## src/rtl/sram_pkg.sv

```systemverilog
`default_nettype none
// ============================================================================
// Module   : sram_pkg
// Purpose  : Shared types and constants for the board SRAM controller.
//            Defines the 512K x 16 SRAM geometry and the controller state set.
// Revision : 1.0  initial release
// ============================================================================
package sram_pkg;

  // Geometry of the on-board asynchronous SRAM (512K words x 16 bits)
  localparam int SRAM_ADDR_W = 19;
  localparam int SRAM_DAT_W  = 16;

  // Controller sequencing states
  typedef enum logic [2:0] {
    IDLE     = 3'd0,
    RD       = 3'd1,
    WR_SETUP = 3'd2,
    WR_PULSE = 3'd3,
    WR_HOLD  = 3'd4
  } state_e;

  // Larger of two integers, used to size the shared wait counter
  function automatic int max_int(input int a, input int b);
    return (a > b) ? a : b;
  endfunction

endpackage
`default_nettype wire

```

## src/rtl/sram_ctrl.sv

```systemverilog
`default_nettype none
// ============================================================================
// Module   : sram_ctrl
// Purpose  : Single-port controller for the 512K x 16 asynchronous SRAM.
//            Turns a valid/ready request into sequenced ADR/DAT/CS/OE/WE pin
//            activity. All pin outputs are registered. Read data comes back
//            on a one-cycle rsp_valid strobe. The DAT tristate lives in chip.
// Revision : 1.0  initial release
// ============================================================================
module sram_ctrl
  import sram_pkg::*;
#(
  parameter int ADDR_W  = SRAM_ADDR_W,
  parameter int DATA_W  = SRAM_DAT_W,
  parameter int RD_WAIT = 2,
  parameter int WR_WAIT = 2
) (
  input  logic              clk,
  input  logic              reset,
  input  logic              req_valid,
  output logic              req_ready,
  input  logic              req_we,
  input  logic [ADDR_W-1:0] req_addr,
  input  logic [DATA_W-1:0] req_wdata,
  output logic              rsp_valid,
  output logic [DATA_W-1:0] rsp_rdata,
  output logic [ADDR_W-1:0] sram_adr,
  output logic [DATA_W-1:0] sram_dat_o,
  input  logic [DATA_W-1:0] sram_dat_i,
  output logic              sram_dat_oe,
  output logic              sram_cs_n,
  output logic              sram_oe_n,
  output logic              sram_we_n
);

  // Shared down-counter for the OE and WE pulse windows
  localparam int CNT_W = $clog2(max_int(RD_WAIT, WR_WAIT) + 1);

  // Both strobe windows must be at least one cycle wide
  if (RD_WAIT < 1 || WR_WAIT < 1) begin : g_bad_wait
    $error("sram_ctrl: RD_WAIT and WR_WAIT must both be >= 1");
  end

  state_e              state_q, state_d;
  logic [CNT_W-1:0]    cnt_q, cnt_d;
  logic [ADDR_W-1:0]   adr_q, adr_d;
  logic [DATA_W-1:0]   dat_q, dat_d;
  logic [DATA_W-1:0]   rdata_q, rdata_d;
  logic                rsp_valid_q, rsp_valid_d;
  logic                dat_oe_q, dat_oe_d;
  logic                cs_n_q, cs_n_d;
  logic                oe_n_q, oe_n_d;
  logic                we_n_q, we_n_d;
  logic                accept;

  assign req_ready = (state_q == IDLE) && !reset;
  assign accept    = req_valid && req_ready;

  // State register plus every registered pin and response output
  always_ff @(posedge clk) begin
    if (reset) begin
      state_q     <= IDLE;
      cnt_q       <= '0;
      adr_q       <= '0;
      dat_q       <= '0;
      rdata_q     <= '0;
      rsp_valid_q <= 1'b0;
      dat_oe_q    <= 1'b0;
      cs_n_q      <= 1'b1;
      oe_n_q      <= 1'b1;
      we_n_q      <= 1'b1;
    end else begin
      state_q     <= state_d;
      cnt_q       <= cnt_d;
      adr_q       <= adr_d;
      dat_q       <= dat_d;
      rdata_q     <= rdata_d;
      rsp_valid_q <= rsp_valid_d;
      dat_oe_q    <= dat_oe_d;
      cs_n_q      <= cs_n_d;
      oe_n_q      <= oe_n_d;
      we_n_q      <= we_n_d;
    end
  end

  // Next-state sequencing: every access ends back in IDLE for bus turnaround
  always_comb begin
    state_d = state_q;
    unique case (state_q)
      IDLE:     if (accept) state_d = req_we ? WR_SETUP : RD;
      RD:       if (cnt_q == '0) state_d = IDLE;
      WR_SETUP: state_d = WR_PULSE;
      WR_PULSE: if (cnt_q == '0) state_d = WR_HOLD;
      WR_HOLD:  state_d = IDLE;
      default:  state_d = IDLE;
    endcase
  end

  // Next values for pins and counter; strobes default to the idle level
  always_comb begin
    cnt_d       = cnt_q;
    adr_d       = adr_q;
    dat_d       = dat_q;
    rdata_d     = rdata_q;
    rsp_valid_d = 1'b0;
    dat_oe_d    = 1'b0;
    cs_n_d      = 1'b1;
    oe_n_d      = 1'b1;
    we_n_d      = 1'b1;
    unique case (state_q)
      IDLE: begin
        if (accept) begin
          adr_d  = req_addr;
          dat_d  = req_wdata;
          cs_n_d = 1'b0;
          if (req_we) begin
            dat_oe_d = 1'b1;
          end else begin
            oe_n_d = 1'b0;
            cnt_d  = CNT_W'(RD_WAIT - 1);
          end
        end
      end
      RD: begin
        if (cnt_q == '0) begin
          // Last OE cycle: capture the pins, release the strobes
          rsp_valid_d = 1'b1;
          rdata_d     = sram_dat_i;
        end else begin
          cs_n_d = 1'b0;
          oe_n_d = 1'b0;
          cnt_d  = cnt_q - CNT_W'(1);
        end
      end
      WR_SETUP: begin
        cs_n_d   = 1'b0;
        dat_oe_d = 1'b1;
        we_n_d   = 1'b0;
        cnt_d    = CNT_W'(WR_WAIT - 1);
      end
      WR_PULSE: begin
        cs_n_d   = 1'b0;
        dat_oe_d = 1'b1;
        if (cnt_q != '0) begin
          we_n_d = 1'b0;
          cnt_d  = cnt_q - CNT_W'(1);
        end
      end
      WR_HOLD: begin
        // Strobes return to idle; data/address hold through this cycle
      end
      default: begin
      end
    endcase
  end

  assign rsp_valid   = rsp_valid_q;
  assign rsp_rdata   = rdata_q;
  assign sram_adr    = adr_q;
  assign sram_dat_o  = dat_q;
  assign sram_dat_oe = dat_oe_q;
  assign sram_cs_n   = cs_n_q;
  assign sram_oe_n   = oe_n_q;
  assign sram_we_n   = we_n_q;

endmodule
`default_nettype wire

```

## config.mk

```make
export PLATFORM = sky130hd
export DESIGN_NAME = sram_ctrl
export DESIGN_NICKNAME = d
export VERILOG_FILES = /design/src/rtl/sram_pkg.sv /design/src/rtl/sram_ctrl.sv
export SDC_FILE = /design/constraint.sdc
export NUM_CORES = 1
export LEC_CHECK = 0
export CAP_MARGIN = 20
export CELL_PAD_IN_SITES_DETAIL_PLACEMENT = 2
export CELL_PAD_IN_SITES_GLOBAL_PLACEMENT = 2
export CORE_ASPECT_RATIO = 1.4
export CORE_UTILIZATION = 24
export DETAILED_ROUTE_END_ITERATION = 12
export PLACE_DENSITY_LB_ADDON = 0.1
export SLEW_MARGIN = 20
export SYNTH_ARGS = -nofsm -noshare
export SYNTH_HDL_FRONTEND = slang
export SYNTH_SLANG_ARGS = --single-unit
```

## constraint.sdc

```tcl
create_clock -name clk -period 5.8 [get_ports clk]
set_clock_uncertainty 0.1 [all_clocks]
set_input_delay 1.74 -clock clk [delete_from_list [all_inputs] [get_ports clk]]
set_output_delay 1.74 -clock clk [all_outputs]
set_load 0.02 [all_outputs]
```

==> impl_metrics.env, run 1 <==
export IMPL_core_area_um2=9564
export IMPL_fin_ws_ns=1.057
export IMPL_worst_slew_pin_slew_ns=0.9274
export IMPL_gr_usage_met1_pct=19.03
export IMPL_period_share_pct=81.78
export IMPL_grt_pass1_wl_mm=13.07
export IMPL_synthMuxAreaShare_pct=0
export IMPL_drt_pre_antenna_iters=4
export IMPL_use_met3_pct=6.121
export IMPL_synth_top_family_by_area="compound AO/OA/AOI/OAI gates"
export IMPL_worstSetupPathType="primary input to output pin"
export IMPL_synth_nets=336
export IMPL_synth_cell_types=29
export IMPL_fillers=1102
export IMPL_cts_buffers=9
export IMPL_clockBufferDepth=2
export IMPL_crit_fanout=2
export IMPL_syn_area_um2=2389
export IMPL_finalSetupTns_ns=0
export IMPL_layout_nets=435
export IMPL_rsz0062_at_grt="no"
export IMPL_drc=0
export IMPL_crit_required_ns=3.96
export IMPL_hold_ws_ns=0.3564
export IMPL_slowest_stage="clkdlybuf4s50_1"
export IMPL_synth_area_per_cell_um2=8.531
export IMPL_max_slew_margin_rel_pct=38.08
export IMPL_avgViaCountPerCell=4.746
export IMPL_ys_ff_latch=61
export IMPL_regArea_um2=1221
export IMPL_max_freq_mhz=210.8
export IMPL_layout_min_cycle_time_ns=4.743
export IMPL_multi_input_area_um2=973.4
export IMPL_clk_pin_slew_ns=0.05
export IMPL_setup_viol=0
export IMPL_die_area_um2=10360
export IMPL_use_met2_pct=28.13
export IMPL_detail_route_iter0_violations=47
export IMPL_syn_instance_count=280
export IMPL_htree_levels=3
export IMPL_io_pins=112
export IMPL_fp_dieW_um=86.32
export IMPL_synth_seq_area_share_pct=51.13
export IMPL_cts_tree="yes"
export IMPL_ir_drop_uv=139.7
export IMPL_cts_root_buf="clkbuf_16"
export IMPL_final_layout_size_suffix_gt1_share_pct=5.469
export IMPL_synth_compound_area_share_pct=21.63
export IMPL_placementRows=42
export IMPL_port_buffers=111
export IMPL_avgRoutedWirePerCell_um=15.83
export IMPL_crit_chain="buf_2 > or3_1 > nor2_1 > clkdlybuf4s50_1"
export IMPL_yosysWarnings=0
export IMPL_grt_start_max_net_pins=61
export IMPL_grt_use_total_pct=16.69
export IMPL_leakage_nw=1.280
export IMPL_start_kind="primary input"
export IMPL_dr_total_vias=2449
export IMPL_antenna_found_initial=0
export IMPL_finalNonFillerCells=516
export IMPL_hold_violations=0
export IMPL_grt_overflow=0
export IMPL_post_cts_buffers=0
export IMPL_numClockSinks=61
export IMPL_synth_fa_ha_area_share_pct=0.5238
export IMPL_grt_busiest_layer="met2"
export IMPL_pre_cts_slack_ns=1.064
export IMPL_synthXorXnorAreaFrac_pct=0
export IMPL_dp_hpwl_mm=5.386
export IMPL_status="finished, final reports clean"
export IMPL_grt_pass1_vias=2479
export IMPL_ant_nets=0
export IMPL_drt_total_wl_mm=8.167
export IMPL_ctsHoldBuffers=0
export IMPL_max_cap_violations=0
export IMPL_clk_latency_ns=0.32
export IMPL_start_util_pct=24.97
export IMPL_worst_ep_arrival_time_ns=2.90
export IMPL_power_mw=1.169
export IMPL_slew_viol_final=0
export IMPL_endpoint_kind="output pin"
export IMPL_synthSimpleGateAreaFrac_pct=17.86
export IMPL_gp_congestion=0.7008
export IMPL_diodes=0
export IMPL_critical_path_max_stage_delay_ns=0.63
export IMPL_layout_commonest_cell="clkdlybuf4s50_1"
export IMPL_ctsResizeCount=0
export IMPL_power_density_nw_per_um2=308.3
export IMPL_final_cell_mix="clkdlybuf4s50_1, dfxtp_1, a21oi_1, nand3_1, nand2_1"
export IMPL_synthToLayoutAreaGrowth_pct=58.72
export IMPL_placed_cells=500
export IMPL_die_y_um=120.0
export IMPL_hp_class="flip-flop to flip-flop"
-- synthesized netlist by cell type --
library cell,number,share of area [%]
a21oi_1,54,11
nor4_1,1,0.26
buf_4,2,0.63
nand3_1,36,7.5
nor2_1,5,0.79
a211oi_1,1,0.31
or3_1,1,0.26
a311oi_1,1,0.37
nor3_1,2,0.42
buf_6,10,4.7
or3b_1,1,0.37
clkbuf_1,8,1.3
nand2b_1,2,0.52
o21a_1,2,0.63
nand2_1,33,5.2
buf_1,1,0.16
nor2b_1,2,0.52
inv_1,4,0.63
nand4bb_1,1,0.47
a21boi_0,1,0.31
o31ai_1,1,0.31
o21ai_0,8,1.7
dfxtp_1,61,51
nor4bb_1,2,0.84
nor3_4,1,0.68
o21ai_1,30,6.3
o311a_1,1,0.42
ha_1,1,0.52
buf_2,7,1.5
-- registers in the layout, indices dropped and copies added, names as in the netlist --
register and count:
sram_dat_oe 1, sram_cs_n 1, sram_dat_o 16, sram_oe_n 1, state_q 3, cnt_q 2, rsp_valid 1, rsp_rdata 16
sram_we_n 1, sram_adr 19
-- worst paths after layout --
kind	from	endpoint	slack [ns]	depth (start not counted)
max	reset	req_ready	1.06	4
min	rsp_rdata[5]$_SDFFE_PP0P_	rsp_rdata[5]$_SDFFE_PP0P_	0.36	2
min reg2reg	rsp_rdata[5]$_SDFFE_PP0P_	rsp_rdata[5]$_SDFFE_PP0P_	0.36	2
max reg2reg	cnt_q[0]$_SDFFE_PP0P_	rsp_rdata[3]$_SDFFE_PP0P_	3.76	5
-- report_power, final --
part,internal [mW],leakage (nW),switching (mW)
logic,0.101,0.649,0.116
registers,0.445,0.497,0.0167
clock network,0.312,0.134,0.178
-- logic make-up after synthesis --
group	count (synthesis)
AO/OA/AOI/OAI	99
adder cells (fa/ha/maj)	1
buffers and inverters	32
flip-flops	61
AND/OR/NAND/NOR	87
-- worst max-delay path, delay by kind of cell --
family	cells	cell delay, ns
buffers and inverters	2	0.73
AND/OR/NAND/NOR	2	0.42
-- metrics by stage --
step | util (%) | instance area [um^2]
4_1_cts | 39.64 | 3791
6_report | 39.64 | 3791
3_5_place_dp | 36.79 | 3518
5_1_grt | 39.64 | 3791
3_3_place_gp | 36.79 | 3518
2_1_floorplan | - | 2389
-- layout make-up --
class,count,share of cell area [%]
clock buffer,15,7.063
clock inverter,1,0.1320
inverter,4,0.3960
multi-input combinational,187,25.68
sequential,61,32.21
tap,132,4.356
timing repair buffer,116,30.17
-- metal layers --
layer  part of all wire, %  up-vias
met5                     0        -
met2                    50       77
met3                   6.8       11
li1                      -     1168
met1                    41     1193
met4                   1.5        0
(Power assumes the default switching activity.)
==> inputs of run 2 (changes only) <==
- CORE_UTILIZATION: 24 -> 22
- clock period: 5.8 -> 4.4 ns (I/O delays scaled with it)
==> impl_metrics.env, run 2 (synthesis results as in run 1) <==
export IMPL_leakage_nw=1.285
export IMPL_diodes=0
export IMPL_max_freq_mhz=256.6
export IMPL_avgViaCountPerCell=4.699
export IMPL_crit_required_ns=2.98
export IMPL_ir_drop_uv=156.6
export IMPL_critical_path_max_stage_delay_ns=0.61
export IMPL_cts_tree="yes"
export IMPL_drt_pre_antenna_iters=4
export IMPL_worst_path_buf_inv=2
export IMPL_antenna_found_initial=0
export IMPL_grt_pass1_wl_mm=13.94
export IMPL_grt_use_total_pct=15.63
export IMPL_fillers=1171
export IMPL_start_kind="primary input"
export IMPL_crit_fanout=2
export IMPL_layout_commonest_cell="clkdlybuf4s50_1"
export IMPL_drc=0
export IMPL_status="finished, final reports clean"
export IMPL_die_area_um2=11280
export IMPL_slowest_stage="clkdlybuf4s50_1"
export IMPL_grt_overflow=0
export IMPL_finalNonFillerCells=521
export IMPL_crit_family="buffers and inverters"
export IMPL_worst_ep_arrival_time_ns=2.48
export IMPL_power_density_nw_per_um2=400.4
export IMPL_synthToLayoutAreaGrowth_pct=59.25
export IMPL_avgRoutedWirePerCell_um=15.98
export IMPL_placementRows=44
export IMPL_max_slew_margin_rel_pct=38.85
export IMPL_final_layout_size_suffix_gt1_share_pct=5.483
export IMPL_post_cts_buffers=0
export IMPL_finalSetupTns_ns=0
export IMPL_dp_hpwl_mm=5.478
export IMPL_endpoint_kind="output pin"
export IMPL_layout_min_cycle_time_ns=3.897
export IMPL_setup_viol=0
export IMPL_start_util_pct=22.83
export IMPL_clk_pin_slew_ns=0.05
export IMPL_max_cap_violations=0
export IMPL_worst_slew_pin_slew_ns=0.9158
export IMPL_grt_pass1_vias=2742
export IMPL_layout_nets=435
export IMPL_ctsHoldBuffers=0
export IMPL_cts_root_buf="clkbuf_16"
export IMPL_cts_buffers=9
export IMPL_numClockSinks=61
export IMPL_port_buffers=111
export IMPL_dr_total_vias=2448
export IMPL_placed_cells=506
export IMPL_io_pins=112
export IMPL_drt_total_wl_mm=8.326
export IMPL_period_share_pct=88.57
export IMPL_detail_route_iter0_violations=47
export IMPL_hold_violations=0
export IMPL_clk_latency_ns=0.32
export IMPL_largest_reg_flops=19
export IMPL_final_cell_mix="clkdlybuf4s50_1, dfxtp_1, a21oi_1, nand3_1, nand2_1"
export IMPL_core_area_um2=10460
export IMPL_slew_viol_final=0
export IMPL_ctsResizeCount=0
export IMPL_clockBufferDepth=2
export IMPL_fp_dieW_um=90.06
export IMPL_hp_class="flip-flop to flip-flop"
export IMPL_grt_start_max_net_pins=61
export IMPL_die_y_um=125.3
export IMPL_crit_chain="buf_2 > or3_1 > nor2_1 > clkdlybuf4s50_1"
export IMPL_ant_nets=0
export IMPL_htree_levels=3
export IMPL_rsz0062_at_grt="no"
export IMPL_gp_congestion=0.6603
export IMPL_worstSetupPathType="primary input to output pin"
==> run 2: cell types whose count changed in the layout (fill, tap and decap cells not counted), sizes merged <==
cell,change
clkbuf,-2
clkinv,+1
==> run 2: final timing paths <==
path	slack [ns]	start	cells after the start	to
worst max-delay path	0.50	reset	4	req_ready
worst min-delay path	0.36	rsp_rdata[12]$_SDFFE_PP0P_	2	rsp_rdata[12]$_SDFFE_PP0P_
worst max register to register	2.34	state_q[0]$_SDFFE_PP0P_	3	rsp_rdata[14]$_SDFFE_PP0P_
worst min register to register	0.36	rsp_rdata[12]$_SDFFE_PP0P_	2	rsp_rdata[12]$_SDFFE_PP0P_
==> run 2: tightest hold or removal path, delay by kind of cell (launching register included) <==
family | cells | cell delay (ns)
DFF | 1 | 0.31
AOI/OAI and AO/OA | 1 | 0.05
and+or+nand+nor | 1 | 0.05
==> run 2: area by class of cell <==
cell class,instances,area (um^2),share of cell area [%]
flip-flops and latches,61,1221,32.11
well taps,138,172.7,4.539
multi-input cells,187,978.4,25.72
clock inverters,2,10.01,0.2632
repair buffers,116,1156,30.39
inverters,4,15.01,0.3947
clock buffers,13,250.2,6.579
==> run 2: metrics by stage <==
step | hold slack, ns | total power, mW | util (%) | instance area [um^2] | setup slack, ns
3_5_place_dp | 0.3511 | 0.9185 | 33.88 | 3543 | 0.5031
4_1_cts | 0.3599 | 1.561 | 36.36 | 3804 | 0.4885
6_report | 0.3556 | 1.523 | 36.36 | 3804 | 0.5031
2_1_floorplan | 0.3547 | 0.7749 | - | 2389 | 0.6846
5_1_grt | 0.3725 | 1.604 | 36.36 | 3804 | 0.4675
3_3_place_gp | 0.3416 | 0.9124 | 33.88 | 3543 | 0.5112
==> run 2: power by group <==
part	switching, mW	internal [mW]	leakage (nW)
combinational	0.154	0.136	0.658
sequential	0.0230	0.587	0.497
clock	0.232	0.391	0.129
total	0.409	1.11	1.28
==> run 2: layer usage <==
| metal | share of wire (%) | vias to the layer above | global-route usage [%] |
|---|---|---|---|
| li1 | - | 1169 | - |
| met1 | 42 | 1192 | 17.27 |
| met3 | 6.6 | 9 | 4.805 |
| met2 | 50 | 78 | 27.84 |
| met4 | 1.4 | 0 | 5.977 |
| met5 | 0 | - | 0 |
==> inputs of run 3 (changes only) <==
- CTS_CLUSTER_DIAMETER: default -> 30
- SETUP_SLACK_MARGIN: default -> 0.3
==> results of run 3 <==
Final layout, timing and power as in run 2 (identical DEF).
